**src/rtl/mul_div_unit.sv**
```systemverilog
// Iterative unsigned multiply/divide unit.
// It takes its operands from the register-file read ports and writes the result back
// through the write port with a one-cycle reg_write pulse. The multiply is shift-add and
// the divide is restoring; each takes Width iterations. A zero divisor skips the loop.
module mul_div_unit #(
  parameter int unsigned Width = 24,
  parameter int unsigned AddrW = 4
) (
  input  logic             clk_i,
  input  logic             rst_i,
  input  logic             start_i,
  input  logic [1:0]       op_i,
  input  logic [Width-1:0] read_rs_i,
  input  logic [Width-1:0] read_rt_i,
  input  logic [AddrW-1:0] rd_in_i,
  output logic             busy_o,
  output logic             done_o,
  output logic             reg_write_o,
  output logic [AddrW-1:0] rd_o,
  output logic [Width-1:0] write_data_o
);

  localparam int unsigned CntW = $clog2(Width + 1);

  typedef enum logic [1:0] {
    StIdle,
    StMul,
    StDiv,
    StDone
  } state_e;

  localparam logic [1:0] OpMulLo = 2'b00;
  localparam logic [1:0] OpMulHi = 2'b01;
  localparam logic [1:0] OpDivQ  = 2'b10;
  localparam logic [1:0] OpDivR  = 2'b11;

  state_e               state_q;
  logic [1:0]           op_q;
  logic [CntW-1:0]      cnt_q;
  logic [Width-1:0]     opa_q;         // multiplicand
  logic [Width-1:0]     opb_q;         // divisor
  logic [2*Width-1:0]   prod_q;        // {partial sum, remaining multiplier bits}
  logic [Width-1:0]     rem_q;         // restored partial remainder
  logic [Width-1:0]     dq_q;          // dividend bits shift out, quotient bits shift in
  logic [AddrW-1:0]     rd_q;
  logic [AddrW-1:0]     rd_out_q;
  logic [Width-1:0]     write_data_q;
  logic                 busy_q;
  logic                 done_q;

  logic [Width:0]       mul_sum;
  logic [2*Width-1:0]   prod_step;
  logic [Width:0]       div_shift;
  logic [Width:0]       div_diff;
  logic                 div_ge;
  logic [Width-1:0]     rem_step;
  logic [Width-1:0]     dq_step;
  logic [Width-1:0]     result;

  // One iteration of each datapath, plus the result the unit would write if this were the
  // final iteration.
  always_comb begin
    mul_sum   = {1'b0, prod_q[2*Width-1:Width]} + (prod_q[0] ? {1'b0, opa_q} : '0);
    prod_step = {mul_sum, prod_q[Width-1:1]};

    div_shift = {rem_q, dq_q[Width-1]};
    div_diff  = div_shift - {1'b0, opb_q};
    // div_shift < 2*divisor, so bit Width of the difference is a valid sign bit
    div_ge    = ~div_diff[Width];
    rem_step  = div_ge ? div_diff[Width-1:0] : div_shift[Width-1:0];
    dq_step   = {dq_q[Width-2:0], div_ge};

    result = '0;
    unique case (op_q)
      OpMulLo: result = prod_step[Width-1:0];
      OpMulHi: result = prod_step[2*Width-1:Width];
      OpDivQ:  result = dq_step;
      OpDivR:  result = rem_step;
      default: result = '0;
    endcase
  end

  // Control FSM, iteration registers and registered write-back outputs.
  always_ff @(posedge clk_i) begin
    if (rst_i) begin
      state_q      <= StIdle;
      op_q         <= '0;
      cnt_q        <= '0;
      opa_q        <= '0;
      opb_q        <= '0;
      prod_q       <= '0;
      rem_q        <= '0;
      dq_q         <= '0;
      rd_q         <= '0;
      rd_out_q     <= '0;
      write_data_q <= '0;
      busy_q       <= 1'b0;
      done_q       <= 1'b0;
    end else begin
      done_q <= 1'b0;
      unique case (state_q)
        StIdle: begin
          if (start_i) begin
            op_q   <= op_i;
            opa_q  <= read_rs_i;
            opb_q  <= read_rt_i;
            rd_q   <= rd_in_i;
            cnt_q  <= CntW'(Width);
            prod_q <= {{Width{1'b0}}, read_rt_i};
            rem_q  <= '0;
            dq_q   <= read_rs_i;
            busy_q <= 1'b1;
            if (!op_i[1]) begin
              state_q <= StMul;
            end else if (read_rt_i != '0) begin
              state_q <= StDiv;
            end else begin
              // Divide by zero: quotient saturates, remainder is the dividend
              state_q      <= StDone;
              done_q       <= 1'b1;
              rd_out_q     <= rd_in_i;
              write_data_q <= op_i[0] ? read_rs_i : '1;
            end
          end
        end
        StMul: begin
          prod_q <= prod_step;
          cnt_q  <= cnt_q - CntW'(1);
          if (cnt_q == CntW'(1)) begin
            state_q      <= StDone;
            done_q       <= 1'b1;
            rd_out_q     <= rd_q;
            write_data_q <= result;
          end
        end
        StDiv: begin
          rem_q <= rem_step;
          dq_q  <= dq_step;
          cnt_q <= cnt_q - CntW'(1);
          if (cnt_q == CntW'(1)) begin
            state_q      <= StDone;
            done_q       <= 1'b1;
            rd_out_q     <= rd_q;
            write_data_q <= result;
          end
        end
        StDone: begin
          busy_q  <= 1'b0;
          state_q <= StIdle;
        end
        default: begin
          busy_q  <= 1'b0;
          state_q <= StIdle;
        end
      endcase
    end
  end

  assign busy_o       = busy_q;
  assign done_o       = done_q;
  assign reg_write_o  = done_q;
  assign rd_o         = rd_out_q;
  assign write_data_o = write_data_q;

endmodule

```
**config.mk**
```make
export PLATFORM = sky130hd
export DESIGN_NAME = mul_div_unit
export DESIGN_NICKNAME = d
export VERILOG_FILES = /design/src/rtl/mul_div_unit.sv
export SDC_FILE = /design/constraint.sdc
export NUM_CORES = 1
export LEC_CHECK = 0
export BUFFER_PORTS_ARGS = -buffer_cell sky130_fd_sc_hd__buf_2
export CORE_ASPECT_RATIO = 0.6
export CORE_MARGIN = 4
export CORE_UTILIZATION = 30
export CTS_CLUSTER_DIAMETER = 60
export DETAILED_ROUTE_END_ITERATION = 12
export PLACE_DENSITY = 0.47
export SLEW_MARGIN = 20
export SYNTH_ARGS = -nofsm -noshare
export SYNTH_HDL_FRONTEND = slang
export SYNTH_SLANG_ARGS = --single-unit
export TNS_END_PERCENT = 10
```
**constraint.sdc**
```tcl
create_clock -name clk_i -period 6.2 [get_ports clk_i]
set_clock_uncertainty 0.15 [all_clocks]
set_input_delay 1.55 -clock clk_i [delete_from_list [all_inputs] [get_ports clk_i]]
set_output_delay 1.55 -clock clk_i [all_outputs]
set_load 0.02 [all_outputs]
```
* Word-level counts from Yosys, hierarchy flattened *
Cells that the tools add are included.
Widths: inputs -> output; s select.

operators by class
  bitwise operators = 1
  multiplexer cells = 34
  reduce and logical (&&, ||, !) cells = 15
  equal/unequal tests = 11
  add/sub/neg operators = 3

operators with widths
  operator             count
  $mux 24              9
  $pmux 24 s2          3
  $pmux 24 s4          1
  $pmux 48 s2          1
  $mux 48              1
  $add 24x24->25       1
  $sub 25x24->25       1
  $reduce_bool 24->1   1
  $mux 4               4
  $reduce_and 2->1     6
  $pmux 5 s2           1
  $eq 2x2->1 const B   4
  $pmux 4 s2           1
  $reduce_bool 2->1    4
  $mux 1               6
  $mux 2               3
  $ne 2x2->1 const B   3
  $pmux 2 s3           1
  $eq 5x1->1 const B   1
  $mux 5               1
  $reduce_and 5->1     1
  $sub 5x1->5 const B  1
  $eq 2x1->1 const B   2
  $logic_not 2->1      2
  4 further kinds      5

word-level totals
  input bits = 57
  register bits after elaboration = 187
  output and inout bits = 31

* Depth between registers and ports, before layout *
  depth after elaboration = 5
  mapped depth = 15
  gate-level depth less buffers = 14

* Least setup slack after synthesis *
No wires, ideal clock.

  path kind = in2reg
  start = input port read_rt_i[17]
  end = register write_data_q[12] (netlist: write_data_o[12])
  buffers on the path = 3
  stages on the path = 11
  slack = 2559 ps
  setup time = 70 ps
  data required time = 5980 ps
  arrival time = 3420 ps
  cells stage by stage = nor4_1 nand4_1 nor2_1 nand2_1 nand2_1 and3_1 clkbuf_1 clkbuf_1 clkbuf_1 o2111ai_1 a21oi_1

between the ends
  word-level cells in the longest chain between the ends = 3

RTL lines
  item                               RTL line  RTL
  from (decl)                        14        input logic [Width-1:0] read_rt_i,
  $reduce_bool 24->1                 115       end else if (read_rt_i != '0) begin
  $ne 2x2->1 (no source line)        n/a
  $reduce_and 5->1 (no source line)  n/a
  to (signal assigned)               122       write_data_q <= op_i[0] ? read_rs_i : '1;
  to (signal assigned)               133       write_data_q <= result;
  to (signal assigned)               144       write_data_q <= result;
  to (decl)                          47        logic [Width-1:0] write_data_q;

No other way between the ends.
A chain may end at the register's enable or synchronous reset.

* Final worst setup path *
  start = register prod_q[0]
  end = register write_data_q[19] (netlist: write_data_o[19])

between the ends
  word-level cells in the longest chain between the ends = 5

RTL lines
  item                    RTL line  RTL
  from (decl)             42        logic [2*Width-1:0] prod_q;
  from (signal assigned)  109       prod_q <= {{Width{1'b0}}, read_rt_i};
  from (signal assigned)  127       prod_q <= prod_step;
  $mux 24                 63        mul_sum = {1'b0, prod_q[2*Width-1:Width]} + (prod_q[0] ? {1'b0, opa_q} : '0);
  $add 24x24->25          63
  $pmux 24 s4             74        unique case (op_q)
  $mux 24                 129, 140
  $pmux 24 s2             101       unique case (state_q)

No other way between the ends. The select of a mux whose other input is x is not followed.

==> flow_summary.toml <==
[placed_design]
numPortBuffers = 87
dp_slack_ns = 1.577
dp_cells = 1929
postPlaceCellArea_um2 = 12030
gp_congestion = 0.8779
place.detailed.hpwl_um = 30120

[cts]
numCtsBuffers = 17
cts.repair.resized = 0
cts_tree = "yes"
cts-root-buf = "clkbuf_16"
cts_setup_buffers = 0
holdBufCountCts = 0
max-clock-path-buffers = 2
insertion_delay_ns = 0.45
clock-sinks = 187
cts.clk_slew.worst_paths_ns = 0.07
htree_levels = 4

[worst_setup_path]
crit_top_cell = "o21ai_0"
reg2reg_depth = 15
critPathBufInv = 2
cp-start-kind = "register"
worst_setup_path_end_kind = "register"
crit_family = "compound AO/OA/AOI/OAI gates"
regToRegSetupSlack_ns = 1.80
slowest_delay_ns = 0.78
crit_chain = "buf_4 > and2_1 > ha_1 > inv_1 > fa_1 > nor2b_1 > o31a_1 > o21ai_0 > o21ai_0 > a21oi_1 > o21ai_0 > xor2_1 > or3_1 > o211ai_1 > a211oi_1"
worst-setup-path-type = "register to register"
regToRegEndpoint = "write_data_o[19]"
critPathRequiredTime_ns = 6.36
r2r_start = "prod_q[0]"
critPathArrivalTime_ns = 4.56
crit_fanout = 25
slowest_stage = "o21ai_0"

[yosys]
seq_area_frac_synth_pct = 33.46
ys_ff_latch = 187
synth.net_count = 1529
yosysWarnings = 0
syn_avg_cell_area_um2 = 7.901
synth_cell_types = 73
synth_edf_count = 0
synth_cells = 1416
ys_async_sr_fraction_pct = 0
yosys_most_used_dff = "dfxtp_1"
syn_area_um2 = 11190

[route]
drc = 0
drt_iter0_drc = 913
wl_um = 40470
wl_per_cell_um = 20.64
post_drt_via_cell_ratio = 5.367
first_pass_iters = 7
ant_nets = 0
vias = 10520

[die]
core_area_um2 = 36550
rows = 54
die_h_um = 157.6
initial_core_util_pct = 30.61
die_w_um = 257.3
ios = 88
die-area_um2 = 40550

[finish]
drive_above_1_share_pct = 12.15
nets = 1557
fin_area_um2 = 12640
stdcell_count = 1961
n_antenna_cell = 0
area_growth_syn_to_layout_pct = 12.94

[run]
drv_cap = 0

[min_path]
holdCritPathClass = "register to register"
min_to = "opa_q[9]"
hp-start = "opa_q[9]"
holdPathStages = 2

[sta]
slew_headroom_pct = 30.99
hold_violations = 0
holdWs_ns = 0.3043
min_period_over_period_pct = 70.93
max_freq_ghz = 0.2274
finalSetupViolations = 0
min_period_ns = 4.397
setup_ws_ns = 1.803
rsz0062_at_grt = "false"
tightest_slew_ns = 1.035
finalSetupTns_ns = 0
maxSlewViolCount = 0

[global_route]
grt_pass1_vias = 9743
grt_antenna_before_repair = 0
grt.total_usage_pct = 19.69
grt_pass1_wl_um = 61320
grt_overflow = 0
grt_max_degree = 99

[status]
status = "finished, final reports clean"

[power_and_ir_drop]
vdd_drop_max_uv = 337.3
leakage_nw = 4.970
power_density_nw_per_um2 = 472.1
[cells by family after synthesis]
logic type               count (synthesis)  synth area share [%]
XOR/XNOR                                38                 2.975
multiplexers                            84                 7.716
AND/OR/NAND/NOR                        481                 19.28
AO/OA/AOI/OAI                          429                 25.32
adder cells (fa/ha/maj)                 56                 6.397
buffers and inverters                  141                 4.853
flip-flops                             187                 33.46
[through the flow]
| stage | util (%) | total power (W) |
|---|---|---|
| after CTS | 34.57 | 0.005986 |
| final | 34.57 | 0.005965 |
| after global placement | 32.92 | 0.004791 |
| after floorplan | - | 0.003832 |
| after detailed placement | 32.92 | 0.004812 |
| after global routing | 34.57 | 0.006374 |
[cells in the mapped netlist, drive strengths merged, types with 4 or more instances]
library cell,number,area share [%]
nor2,169,5.7
o31ai,8,0.58
nand3,17,0.76
a2111oi,5,0.45
o21a,13,0.87
o21ai,47,2.1
nand3b,9,0.60
and2,31,1.7
nand4,5,0.28
a311oi,5,0.39
o22ai,9,0.50
or3,10,0.56
nand2,170,5.7
a31oi,14,0.78
clkbuf,73,2.4
o31a,6,0.47
xnor2,26,2.0
a211oi,68,4.7
o21bai,7,0.47
ha,54,6.0
nor2b,15,0.84
xor2,12,0.94
mux2i,66,5.9
dfxtp,187,33
buf,21,0.83
nor3,21,0.94
a21oi,143,6.4
o211a,4,0.36
nor4,7,0.39
o211ai,11,0.83
a22oi,35,2.3
and3,5,0.32
a21o,19,1.3
inv,45,1.5
mux2,18,1.8
nand2b,11,0.62
[report_power, final]
part | switching (W) | internal, W
Clock | 0.000525 | 0.000631
Sequential | 0.000285 | 0.00150
Combinational | 0.00196 | 0.00106
[final cells by class]
type / count / area [um^2]
clock buffers: 20 / 466.7
flip-flops and latches: 187 / 3745
clock inverters: 12 / 135.1
repair buffers: 103 / 561.8
fillers: 3925 / 23920
multi-input cells: 1088 / 6920
inverters: 47 / 176.4
well taps: 504 / 630.6
[tightest hold or removal path, cell delays in order, from the launching register on]
cell	delay [ns]
dfxtp_1	0.31
nand2_1	0.05
a21oi_1	0.05
[layout by cell type (no fill, tap or decap), types with 9 or more instances in the layout]
cell,instances
dfxtp_1,186
nand2_1,169
nor2_1,168
a21oi_1,141
buf_2,86
mux2i_1,66
a211oi_1,65
ha_1,52
o21ai_0,47
inv_1,45
a22oi_1,35
and2_1,29
xnor2_1,26
nor3_1,21
a21o_1,18
mux2_2,18
nand3_1,17
clkbuf_16,17
buf_4,16
nor2b_1,15
a31oi_1,14
o21a_1,13
xor2_1,12
nand2b_1,11
or3_1,10
o22ai_1,9
nand3b_1,9
o211ai_1,9
[registers in the layout, indices dropped and copies added, names as in the netlist]
register,cells
state_q,2
op_q,2
dq_q,24
write_data_o,24
rem_q,24
done_o,1
cnt_q,5
opa_q,24
prod_q,48
rd_o,4
busy_o,1
opb_q,24
rd_q,4
[worst max-delay path by stage]
stage                     slack [ns]  depth (start not counted)               end           from
after floorplan                 2.56                         11  write_data_o[12]  read_rt_i[17]
after global placement          1.64                         11  write_data_o[15]  read_rt_i[13]
after detailed placement        1.58                         11  write_data_o[15]  read_rt_i[13]
after CTS                       1.86                         15  write_data_o[19]      prod_q[0]
after global routing            1.46                         15  write_data_o[19]      prod_q[0]
final                           1.80                         15  write_data_o[19]      prod_q[0]
[per-layer routing]
metal / vias to the layer above / track usage (%) / share of wire (%)
li1: 5142 / - / -
met1: 5030 / 30.53 / 52
met2: 318 / 27.79 / 40
met3: 34 / 3.581 / 6.0
met4: 0 / 4.981 / 1.7
met5: - / 0 / 0
No activity file was read; power rests on OpenSTA's default activity.
